## src/rtl/gcd_client_pkg.sv

```systemverilog
// rtl/gcd_client_pkg.sv - shared types and constants for the GCD stream client
package gcd_client_pkg;

    typedef enum logic [1:0] {
        IDLE = 2'd0,
        RUN  = 2'd1,
        DONE = 2'd2
    } state_t;

    // Galois feedback mask for x^32 + x^22 + x^2 + x + 1
    localparam logic [31:0] TAPS_DEFAULT  = 32'h80200003;
    // A zero seed would lock the LFSR at zero, so it is replaced by this value
    localparam logic [31:0] SEED_ZERO_SUB = 32'h00000001;

    function automatic logic [31:0] lfsr_next(input logic [31:0] cur, input logic [31:0] taps);
        return (cur >> 1) ^ (cur[0] ? taps : 32'h0);
    endfunction

endpackage

```

## src/rtl/gcd_client_lfsr.sv

```systemverilog
// rtl/gcd_client_lfsr.sv - 32-bit Galois LFSR with load and step enable
module gcd_client_lfsr
    import gcd_client_pkg::*;
#(
    parameter logic [31:0] TAPS = TAPS_DEFAULT
) (
    input  logic        clk,
    input  logic        reset,
    input  logic        load,
    input  logic [31:0] load_value,
    input  logic        step,
    output logic [31:0] state
);

    // Load has priority over step; a loaded nonzero value keeps the sequence off zero
    always_ff @(posedge clk) begin
        if (reset) begin
            state <= 32'h0;
        end else if (load) begin
            state <= load_value;
        end else if (step) begin
            state <= lfsr_next(state, TAPS);
        end
    end

endmodule

```

## src/rtl/gcd_stream_client.sv

```systemverilog
// rtl/gcd_stream_client.sv - GCD request generator / response sink; GCD_CLIENT_CYCLES_EN adds a batch cycle counter
module gcd_stream_client
    import gcd_client_pkg::*;
#(
    parameter int          MAX_INFLIGHT = 4,
    parameter logic [31:0] TAPS         = TAPS_DEFAULT
) (
    input  logic        clk,
    input  logic        reset,
    input  logic        cmd_val,
    output logic        cmd_rdy,
    input  logic [15:0] cmd_count,
    input  logic [31:0] cmd_seed,
    output logic        req_val,
    input  logic        req_rdy,
    output logic [31:0] req_msg,
    input  logic        resp_val,
    output logic        resp_rdy,
    input  logic [15:0] resp_msg,
    output logic        done_val,
    input  logic        done_rdy,
    output logic [31:0] done_sum,
    output logic [31:0] done_cycles
);

    localparam logic [3:0] MAX_IF = 4'(MAX_INFLIGHT);

    state_t      state;
    logic [15:0] count;
    logic [15:0] issued;
    logic [15:0] received;
    logic [3:0]  inflight;
    logic [31:0] sum;
    logic [31:0] lfsr_q;
    logic [31:0] seed_eff;
    logic        cmd_fire;
    logic        req_fire;
    logic        resp_fire;
    logic        done_fire;

    // Handshake flags are decoded from registered state only
    assign cmd_rdy   = (state == IDLE);
    assign resp_rdy  = (state == RUN);
    assign done_val  = (state == DONE);
    assign req_val   = (state == RUN) && (issued < count) && (inflight < MAX_IF);
    assign req_msg   = lfsr_q;
    assign done_sum  = sum;

    assign cmd_fire  = cmd_val && cmd_rdy;
    assign req_fire  = req_val && req_rdy;
    assign resp_fire = resp_val && resp_rdy;
    assign done_fire = done_val && done_rdy;

    assign seed_eff  = (cmd_seed == 32'h0) ? SEED_ZERO_SUB : cmd_seed;

    gcd_client_lfsr #(
        .TAPS(TAPS)
    ) u_lfsr (
        .clk       (clk),
        .reset     (reset),
        .load      (cmd_fire),
        .load_value(seed_eff),
        .step      (req_fire),
        .state     (lfsr_q)
    );

    // Batch control: accept command, issue/retire requests, hold summary until taken
    always_ff @(posedge clk) begin
        if (reset) begin
            state    <= IDLE;
            count    <= 16'h0;
            issued   <= 16'h0;
            received <= 16'h0;
            inflight <= 4'h0;
            sum      <= 32'h0;
        end else begin
            case (state)
                IDLE: begin
                    if (cmd_fire) begin
                        count    <= cmd_count;
                        issued   <= 16'h0;
                        received <= 16'h0;
                        sum      <= 32'h0;
                        state    <= (cmd_count == 16'h0) ? DONE : RUN;
                    end
                end
                RUN: begin
                    if (req_fire) begin
                        issued <= issued + 16'd1;
                    end
                    if (resp_fire) begin
                        received <= received + 16'd1;
                        sum      <= sum + {16'h0, resp_msg};
                        if (received + 16'd1 == count) begin
                            state <= DONE;
                        end
                    end
                    case ({req_fire, resp_fire})
                        2'b10:   inflight <= inflight + 4'd1;
                        2'b01:   inflight <= inflight - 4'd1;
                        default: inflight <= inflight;
                    endcase
                end
                DONE: begin
                    if (done_fire) begin
                        state <= IDLE;
                    end
                end
                default: state <= IDLE;
            endcase
        end
    end

    // A response with nothing outstanding is a protocol violation by the GCD unit
    always_ff @(posedge clk) begin
        if (!reset && resp_fire) begin
            assert (inflight != 4'd0);
        end
    end

`ifdef GCD_CLIENT_CYCLES_EN
    logic [31:0] cycles;

    // Counts cycles spent in RUN for the current batch, saturating
    always_ff @(posedge clk) begin
        if (reset) begin
            cycles <= 32'h0;
        end else if (cmd_fire) begin
            cycles <= 32'h0;
        end else if (state == RUN && cycles != 32'hFFFFFFFF) begin
            cycles <= cycles + 32'd1;
        end
    end

    assign done_cycles = cycles;
`else
    assign done_cycles = 32'h0;
`endif

endmodule

```

## config.mk

```make
export PLATFORM = sky130hd
export DESIGN_NAME = gcd_stream_client
export DESIGN_NICKNAME = d
export VERILOG_FILES = /design/src/rtl/gcd_client_pkg.sv /design/src/rtl/gcd_client_lfsr.sv /design/src/rtl/gcd_stream_client.sv
export SDC_FILE = /design/constraint.sdc
export NUM_CORES = 1
export LEC_CHECK = 0
export ABC_AREA = 1
export ABC_CLOCK_PERIOD_IN_PS = 2410
export CAP_MARGIN = 20
export CELL_PAD_IN_SITES_DETAIL_PLACEMENT = 1
export CELL_PAD_IN_SITES_GLOBAL_PLACEMENT = 1
export CORE_ASPECT_RATIO = 1.5
export CORE_MARGIN = 10
export CORE_UTILIZATION = 33
export CTS_BUF_LIST = sky130_fd_sc_hd__clkbuf_8
export CTS_CLUSTER_DIAMETER = 30
export DETAILED_ROUTE_END_ITERATION = 7
export PLACE_DENSITY = 0.84
export SETUP_SLACK_MARGIN = 0.4
export SYNTH_ARGS = -nofsm -noshare
export SYNTH_HDL_FRONTEND = slang
export SYNTH_SLANG_ARGS = --single-unit
```

## constraint.sdc

```tcl
create_clock -name clk -period 2.41 [get_ports clk]
set_clock_uncertainty 0.1 [all_clocks]
set_input_delay 0.241 -clock clk [delete_from_list [all_inputs] [get_ports clk]]
set_output_delay 0.241 -clock clk [all_outputs]
set_load 0.005 [all_outputs]
```

==> run summary, run 1 <==
The first global-routing pass estimated 48.8 mm of wire. Peak clock frequency supported by timing: 353 MHz. The effective utilization at floorplan is 0.337.

For the part of the Yosys area used for sequential elements, the log shows 0.312. TritonCTS built the clock tree. The cell area that synthesis handed to floorplanning was 7580 sq um.

The die is 206 um tall. Root buffer cell: sky130_fd_sc_hd__clkbuf_8. The worst setup path is launched from a flip-flop. The flow ran to the end, but the final reports show violations. The top-area cell type share of the netlist area works out to 0.312. Among cell families on the critical path, the largest total delay comes from compound AO/OA/AOI/OAI gates.

The post-route minimum period was 2830 ps. The placed instance count is 1625. Tracing the worst setup path back leads to its startpoint at count[8]$_SDFFE_PP0P_. For the worst setup path, the data required time is 2700 ps. After synthesis, the cell types taking the most area are sky130_fd_sc_hd__dfxtp_1 (31%), sky130_fd_sc_hd__nand2_1 (16%), sky130_fd_sc_hd__nor2_1 (7.3%). The tools report the initial DRC count as 602. Count of H-tree levels built during CTS: 4. The logs give 54 for the pin count of the biggest net entering global routing and -420 ps for the final worst-path setup slack.

The synthesized design contains 118 register bits. The most used flip-flop cell after synthesis was sky130_fd_sc_hd__dfxtp_1. Dividing the detail-routed wire length by the instance count gives 21.3 um.

For the cts-stage hold buffer count, the log shows 0. The signal on the critical path passes through inv_1 -> ha_2 -> a21oi_4 -> nor2_2 -> a211oi_2 -> nand2_2 -> nand2_2 -> nand3_4 -> ha_4 -> ha_4 -> nand2_2 -> nor2_2 -> a211oi_2 -> xor2_1 -> nand2_1 -> a21oi_1. Ratio of total power to cell area: 628 nW/um^2. Startpoint of the worst register-to-register path: count[8]$_SDFFE_PP0P_. Once layout is done, the placed cells without fillers occupy 12000 sq um. Overall overflow remaining after global route: 0. Across the VDD grid, the largest voltage drop is 0.362 mV. The routed design has 36.4 mm of wire. Number of buffers and inverters on the critical path: 1. The slowest library cell on the worst path was sky130_fd_sc_hd__dfxtp_2.

The worst setup path is captured at a flip-flop. The tool flagged a number of max-cap violations equal to 0. The number of synthesis warnings was 0.

The count of TritonRoute iterations in the first routing pass came out at 6. Buffers placed on the I/O ports in this run total 137. The ratio of cells with drive above 1 in the final layout was 0.321. The tools report the area used by multi-input combinational logic as 5700 sq um.

Setup repair after global routing could not meet its margin everywhere. The initial antenna violation count came out at 0. During I/O placement, the number of pins put on the boundary was 170.

The sum of negative setup slack came out at -1460 ps. Largest fanout on the critical path: 3. The number of standard-cell rows in the floorplan was 67; the number of hold-slack violations in the final timing report was 0. The cell that appears most often on the critical path is sky130_fd_sc_hd__nand2_2.

The count of flip-flops with a built-in enable after synthesis is 0, and the number of different library cells in the post-synthesis netlist is 50. For the via count of the first global-routing pass, the log shows 9559. Leaving out filler cells and counting taps, the final layout contains 1707. Cell count after synthesis: 1159. Clock-pin slew was measured on the worst setup and hold paths at 80 ps. Data arrives at the worst endpoint at 3120 ps. The category of the critical setup timing path is reg -> reg.

The async set or reset register ratio after synthesis is 0, and the area growth from synthesis to final layout is 59.0%. On the final layout, the worst hold slack is 345 ps. The core region is 22500 sq um.

Final weighted congestion of routability-driven global placement: 0.885. The placed instances occupy a cell area of 9850 sq um. For the total global routing track utilization, the log shows 0.207. The layout net count was 1527. The period utilization came out at 1.17.

The floorplan die width is 144 um. The dominant cell type by area after synthesis was sky130_fd_sc_hd__dfxtp_1. The worst hold path belongs to the class in -> reg. Once detail routing completed, the nets flagged for antenna violations numbered 0.

Setup violations remaining at the end of the flow were counted as 21. The largest single stage delay on the critical path is 340 ps. The logs give 0 for the residual DRC count and 470 ps for the clock latency on the worst-skew pair. For this block, the via count after detailed routing is 9422. The maximum clock path buffer count is 2, and the ratio of routed vias to standard cells is 5.52. For the post-route total power, the log shows 7560 uW.

The logs give 0 for the number of max-slew violations in the final report and 17 for the number of buffers created by CTS. The wire-length estimate of the detail-placed layout is 21.5 mm. The die covers 29500 sq um. The final reports fail on setup timing. Averaged over all synthesized cells, the footprint is 6.54 sq um. The layout filler cell count was 2787; the clock sink count was 118. The run gives 0.00489 uW as the leakage power of the design. In this run the most critical hold path is launched from cmd_count[2]. The run gives 2430 sq um as the area of all sequential standard cells.

0 antenna diodes ended up in the layout.
==> synth_stat cells (3+ instances only) <==
cell                       number
sky130_fd_sc_hd__a21o_1         4
sky130_fd_sc_hd__a21oi_1      103
sky130_fd_sc_hd__buf_1          4
sky130_fd_sc_hd__buf_2         15
sky130_fd_sc_hd__buf_4         38
sky130_fd_sc_hd__clkbuf_1      13
sky130_fd_sc_hd__dfxtp_1      118
sky130_fd_sc_hd__ha_1          36
sky130_fd_sc_hd__inv_1         86
sky130_fd_sc_hd__inv_2          3
sky130_fd_sc_hd__mux2i_1        3
sky130_fd_sc_hd__nand2_1      316
sky130_fd_sc_hd__nand2_2        3
sky130_fd_sc_hd__nand3_1       86
sky130_fd_sc_hd__nand3_2        4
sky130_fd_sc_hd__nand3b_1       3
sky130_fd_sc_hd__nand4_1       21
sky130_fd_sc_hd__nor2_1       148
sky130_fd_sc_hd__nor2_2         7
sky130_fd_sc_hd__nor2_4         6
sky130_fd_sc_hd__nor3_1         5
sky130_fd_sc_hd__nor4_1        13
sky130_fd_sc_hd__o211ai_1       4
sky130_fd_sc_hd__o21ai_0       60
sky130_fd_sc_hd__o21ai_1       16
sky130_fd_sc_hd__or2_2          3
sky130_fd_sc_hd__xnor2_1        5
sky130_fd_sc_hd__xor2_1         5
==> tightest hold or removal path: stages <==
cell	delay, ps
sky130_fd_sc_hd__clkdlybuf4s50_1	410
sky130_fd_sc_hd__o21ai_0	170
sky130_fd_sc_hd__a21oi_1	50
==> area by class of cell <==
| cell class | count | area share |
|---|---|---|
| well taps | 276 | 0.0287 |
| clock inverters | 13 | 0.0157 |
| flip-flops and latches | 118 | 0.202 |
| inverters | 91 | 0.0305 |
| repair inverters | 1 | 0.000727 |
| repair buffers | 278 | 0.228 |
| multi-input cells | 912 | 0.473 |
| clock buffers | 18 | 0.0206 |
==> cells in the final DEF, fill, tap and decap left out, types with 5 or more instances in the layout <==
master / count
sky130_fd_sc_hd__nand2_1: 272
sky130_fd_sc_hd__dfxtp_2: 32
sky130_fd_sc_hd__nand3_2: 17
sky130_fd_sc_hd__bufinv_16: 5
sky130_fd_sc_hd__nand3_4: 5
sky130_fd_sc_hd__buf_12: 9
sky130_fd_sc_hd__dfxtp_1: 78
sky130_fd_sc_hd__a21oi_2: 25
sky130_fd_sc_hd__clkbuf_8: 18
sky130_fd_sc_hd__a21oi_1: 77
sky130_fd_sc_hd__nor4_1: 12
sky130_fd_sc_hd__inv_2: 17
sky130_fd_sc_hd__o21ai_0: 45
sky130_fd_sc_hd__conb_1: 32
sky130_fd_sc_hd__buf_6: 10
sky130_fd_sc_hd__xor2_1: 5
sky130_fd_sc_hd__dfxtp_4: 8
sky130_fd_sc_hd__o21ai_1: 15
sky130_fd_sc_hd__nor2_4: 21
sky130_fd_sc_hd__nand2_2: 37
sky130_fd_sc_hd__buf_4: 111
sky130_fd_sc_hd__ha_1: 7
sky130_fd_sc_hd__nand4_1: 21
sky130_fd_sc_hd__clkbuf_16: 6
sky130_fd_sc_hd__nor2_2: 39
sky130_fd_sc_hd__clkdlybuf4s50_1: 133
sky130_fd_sc_hd__nor2_1: 101
sky130_fd_sc_hd__nand3_1: 68
sky130_fd_sc_hd__ha_4: 28
sky130_fd_sc_hd__nand2_4: 10
sky130_fd_sc_hd__xnor2_1: 5
sky130_fd_sc_hd__o21ai_2: 17
sky130_fd_sc_hd__inv_1: 72
==> cells by family after synthesis <==
logic type | after synthesis | synth area share
other | 1 | 0.000495
adders and majority gates | 38 | 0.0647
and+or+nand+nor | 623 | 0.358
xor gates and xnor gates | 11 | 0.0145
muxes | 3 | 0.00396
DFF | 118 | 0.312
buffers and inverters | 161 | 0.101
AOI/OAI and AO/OA | 204 | 0.145
==> worst paths after layout <==
kind                                     to  slack [ps]  cells past startpoint
setup / recovery   inflight[3]$_SDFFE_PP0P_        -420                     16
hold reg to reg   done_sum[31]$_SDFFE_PP0P_         390                      2
hold / removal        count[2]$_SDFFE_PP0P_         340                      3
setup reg to reg   inflight[3]$_SDFFE_PP0P_        -420                     16
==> flip-flops by register name, indices dropped and copies added (netlist names) <==
signal	flops
done_sum	32
u_lfsr.state	32
count	16
issued	16
received	16
inflight	4
state	2
==> power by group <==
part | internal [uW] | switching, uW
sequential | 2150 | 202
clock | 1230 | 925
combinational | 1450 | 1590
total | 4840 | 2720
==> through the flow <==
stage	utilization	worst slack [ps]
finish	0.536	-420
CTS	0.488	-119
detailed placement	0.439	-255
floorplan	-	-7.48
global route	0.536	-538
global placement	0.439	-120
==> per-layer routing <==
metal,vias to the layer above,global-route usage,part of all wire
met3,162,0.0459,0.055
li1,4300,-,-
met4,0,0.128,0.064
met5,-,0,0
met1,4558,0.207,0.36
met2,402,0.377,0.52
==> timing repair <==
item	4_1_cts	5_1_grt
pin swaps	54	67
endpoints found under the setup margin	80	81
endpoints found under the hold margin	0	0
setup buffers	18	22
gates resized for setup	127	204
cloned	3	8
Note: power is estimated with default switching activity, not from simulation.
==> run 2: changes to the inputs <==
--- a/config.mk
+++ b/config.mk
@@ -16,6 +16,7 @@
 export CTS_BUF_LIST = sky130_fd_sc_hd__clkbuf_8
 export CTS_CLUSTER_DIAMETER = 30
 export DETAILED_ROUTE_END_ITERATION = 7
+export MAX_ROUTING_LAYER = met4
 export PLACE_DENSITY = 0.84
 export SETUP_SLACK_MARGIN = 0.4
 export SYNTH_ARGS = -nofsm -noshare
==> run 2 against run 1 <==
Compared with the run above:
- critical path depth down 2
- the flow still finishes with violations (setup timing)
- setup slack got worse by 66 ps
- global-route usage is 0.60 points higher
- sequential power about the same
- die area unchanged
- via count increased by 1.2%
- maximum frequency decreased by 2.3%
==> run summary, run 2 (synthesized netlist as in run 1, its figures left out) <==
The run finished, with violations left. Violations in the final reports: setup timing (unchanged). The peak clock frequency supported by timing is 345 MHz (was 353 MHz). The number of hold-slack violations in the final timing report came out at 0 (unchanged).

Most frequent standard cell in the layout excluding fill and tap cells: sky130_fd_sc_hd__nand2_1 (unchanged). The capturing element type of the critical path was a flip-flop (unchanged). The final weighted congestion of routability-driven global placement was 0.899 (was 0.885). The required time of the worst setup path is 2720 ps (was 2700 ps), and the ratio of cells with drive above 1 in the final layout is 0.326 (was 0.321).

The logs give 0.540 (was 0.536) for the final core utilization and 2 (unchanged) for the maximum clock path buffer count. The logs give 38.1 mm (was 36.4 mm) for the wire length reported by the detailed router and 490 ps (was 470 ps) for the clock latency on the worst-skew pair. The average detailed-routed wire length per instance is 22.3 um (was 21.3 um), and the vertical extent of the die is 206 um (unchanged). Wire length of the first global-routing pass: 48.8 mm (about the same).

The initial antenna violation count was 0 (unchanged); the clock slew seen by the registers of the worst setup and hold paths was 90 ps (was 80 ps). The class of the tightest hold or removal check is in -> reg (unchanged). The count of endpoints failing setup in the final report is 52 (was 21). The tools report the internal reg-to-reg setup slack as -490 ps (was -420 ps). The clock sink count was 118 (unchanged); the total global routing track utilization was 0.213 (was 0.207). The post-route minimum period was 2900 ps (was 2830 ps); the overall via count from detail_route was 9535 (was 9422). The arrival time of data at the critical path endpoint was 3200 ps (was 3120 ps). Startpoint of the worst register-to-register path: count[14]$_SDFFE_PP0P_ (was count[8]$_SDFFE_PP0P_). The run gives 0 (unchanged) as the total of max-cap violations. The hold path startpoint is cmd_seed[17] (was cmd_count[2]). The logs give 0.00492 uW (was 0.00489 uW) for the leakage power of the design and 0.337 (unchanged) for the effective utilization at floorplan.

The ratio of total power to cell area came out at 628 nW/um^2 (about the same). The tools report the area of the core region as 22500 sq um (unchanged). The largest fanout on the critical path works out to 3 (unchanged).

The run gives 0.395 mV (was 0.362 mV) as the peak supply drop. The run gives -255 ps (unchanged) as the pre-CTS setup slack. TritonCTS built the clock tree. The category of the critical setup timing path is reg -> reg (unchanged). The run gives 170 (unchanged) as the number of ports placed on the die boundary.

For the layout net count, the log shows 1530 (was 1527). The logs give 0 (unchanged) for the number of max-slew violations in the final report and 0 (unchanged) for the overall overflow remaining after global route. The via count of the first global-routing pass is 9587 (was 9559). The floorplan die width was 144 um (unchanged); the final worst-path setup slack was -487 ps (was -420 ps). The initial DRC count is 606 (was 602).

The launching instance or port of the critical path is count[14]$_SDFFE_PP0P_ (was count[8]$_SDFFE_PP0P_). The pin count of the biggest net entering global routing was 54 (unchanged). Total inserted antenna cells: 0 (unchanged). Most used cells in the layout excluding fill and tap cells: sky130_fd_sc_hd__nand2_1 (269), sky130_fd_sc_hd__clkdlybuf4s50_1 (133), sky130_fd_sc_hd__buf_4 (112) (was sky130_fd_sc_hd__nand2_1 (272), sky130_fd_sc_hd__clkdlybuf4s50_1 (133), sky130_fd_sc_hd__buf_4 (111)). The root buffer cell is sky130_fd_sc_hd__clkbuf_8 (unchanged). The tools report the residual DRC count as 0 (unchanged). The startpoint kind of the worst setup timing path is a flip-flop (unchanged). Ratio of routed vias to standard cells: 5.58 (was 5.52).

The total half-perimeter wirelength after legalization and detailed placement is 21.5 mm (unchanged), and the period utilization is 1.20 (was 1.17). The capture point of the critical path was inflight[3]$_SDFFE_PP0P_ (unchanged). The count of input and output buffers is 137 (unchanged). The count of TritonRoute iterations in the first routing pass was 6 (unchanged). The number of routed nets with antenna violations came out at 0 (unchanged).

For the layout filler cell count, the log shows 2758 (was 2787). The worst reg2reg path depth is 14 (was 16). Setup repair after global routing could not meet its margin everywhere. The number of buffers created by CTS is 17 (unchanged). The area growth from synthesis to final layout works out to 60.0% (was 59.0%). The logs give 4 (unchanged) for the count of H-tree levels built during CTS and 67 (unchanged) for the number of standard-cell rows in the floorplan. Floorplan die area: 29500 sq um (unchanged). The reg-to-reg endpoint was inflight[3]$_SDFFE_PP0P_ (unchanged).
run 2: changes by cell type in the layout (fill, tap and decap cells not counted), moves of 2 or more:
cell                      change
sky130_fd_sc_hd__o21ai_1      +2
sky130_fd_sc_hd__buf_6        +2
sky130_fd_sc_hd__dfxtp_4      +2
sky130_fd_sc_hd__nor2_4       +2
sky130_fd_sc_hd__o21ai_2      -2
sky130_fd_sc_hd__nand2_4      +2
sky130_fd_sc_hd__dfxtp_2      -2
sky130_fd_sc_hd__nand2_1      -3
sky130_fd_sc_hd__inv_1        -2
run 2: how the worst min path moves through the flow:
stage / to / cells after the start
floorplan: count[0]$_SDFFE_PP0P_ / 2
global placement: done_sum[31]$_SDFFE_PP0P_ / 2
detailed placement: done_sum[31]$_SDFFE_PP0P_ / 2
CTS: count[2]$_SDFFE_PP0P_ / 3
global route: u_lfsr.state[17]$_SDFFE_PP0P_ / 5
finish: u_lfsr.state[17]$_SDFFE_PP0P_ / 5
run 2: layout make-up:
type	count	area (sq um)	area share
clock inverter	13	189	0.0156
timing repair inverter	1	8.76	0.000722
sequential	118	2440	0.201
inverter	91	370	0.0305
timing repair buffer	281	2780	0.229
clock buffer	18	248	0.0204
tap	276	345	0.0285
multi-input combinational	912	5750	0.474
run 2: metrics by stage:
step / hold slack [ps] / instance area [sq um] / power [uW] / TNS (ps) / std cells
global route: 361 / 12100 / 7940 / -7050 / 1710
global placement: 349 / 9850 / 4400 / -688 / 1625
CTS: 321 / 11000 / 6900 / -179 / 1677
finish: 346 / 12100 / 7620 / -5910 / 1710
detailed placement: 360 / 9850 / 4490 / -1650 / 1625
floorplan: 308 / 7820 / 3510 / -7.48 / 1190
run 2: routing by layer:
layer	part of all wire	up-vias	global-route usage	routed length, um
met5	0	-	-	0
met4	0.064	0	0.127	2420
met3	0.057	181	0.0459	2150
met2	0.52	423	0.376	19900
met1	0.36	4637	0.209	13600
li1	-	4294	-	-
run 2: power breakdown:
group	internal (uW)	switching (uW)	total [uW]
clock network	1230	934	2170
registers	2150	210	2360
logic	1460	1630	3090
total	4840	2780	7620
run 2: timing repair:
| item | in CTS | in global routing |
|---|---|---|
| hold buffers | 0 | 0 |
| pin swaps | 54 | 73 |
| resized for setup | 127 | 222 |
| setup buffers | 18 | 26 |
| gates cloned | 3 | 7 |
| setup endpoints to repair | 80 | 81 |
run 2: critical path, cell delays in order, from the launching register on:
cell	delay, ps
sky130_fd_sc_hd__dfxtp_1	380
sky130_fd_sc_hd__inv_1	110
sky130_fd_sc_hd__ha_4	180
sky130_fd_sc_hd__a21oi_2	190
sky130_fd_sc_hd__nand4_1	160
sky130_fd_sc_hd__a41oi_2	260
sky130_fd_sc_hd__buf_4	170
sky130_fd_sc_hd__nand3_4	90
sky130_fd_sc_hd__ha_4	190
sky130_fd_sc_hd__ha_4	230
sky130_fd_sc_hd__buf_4	140
sky130_fd_sc_hd__a211oi_2	220
sky130_fd_sc_hd__xor2_1	170
sky130_fd_sc_hd__nand2_1	70
sky130_fd_sc_hd__a21oi_1	150
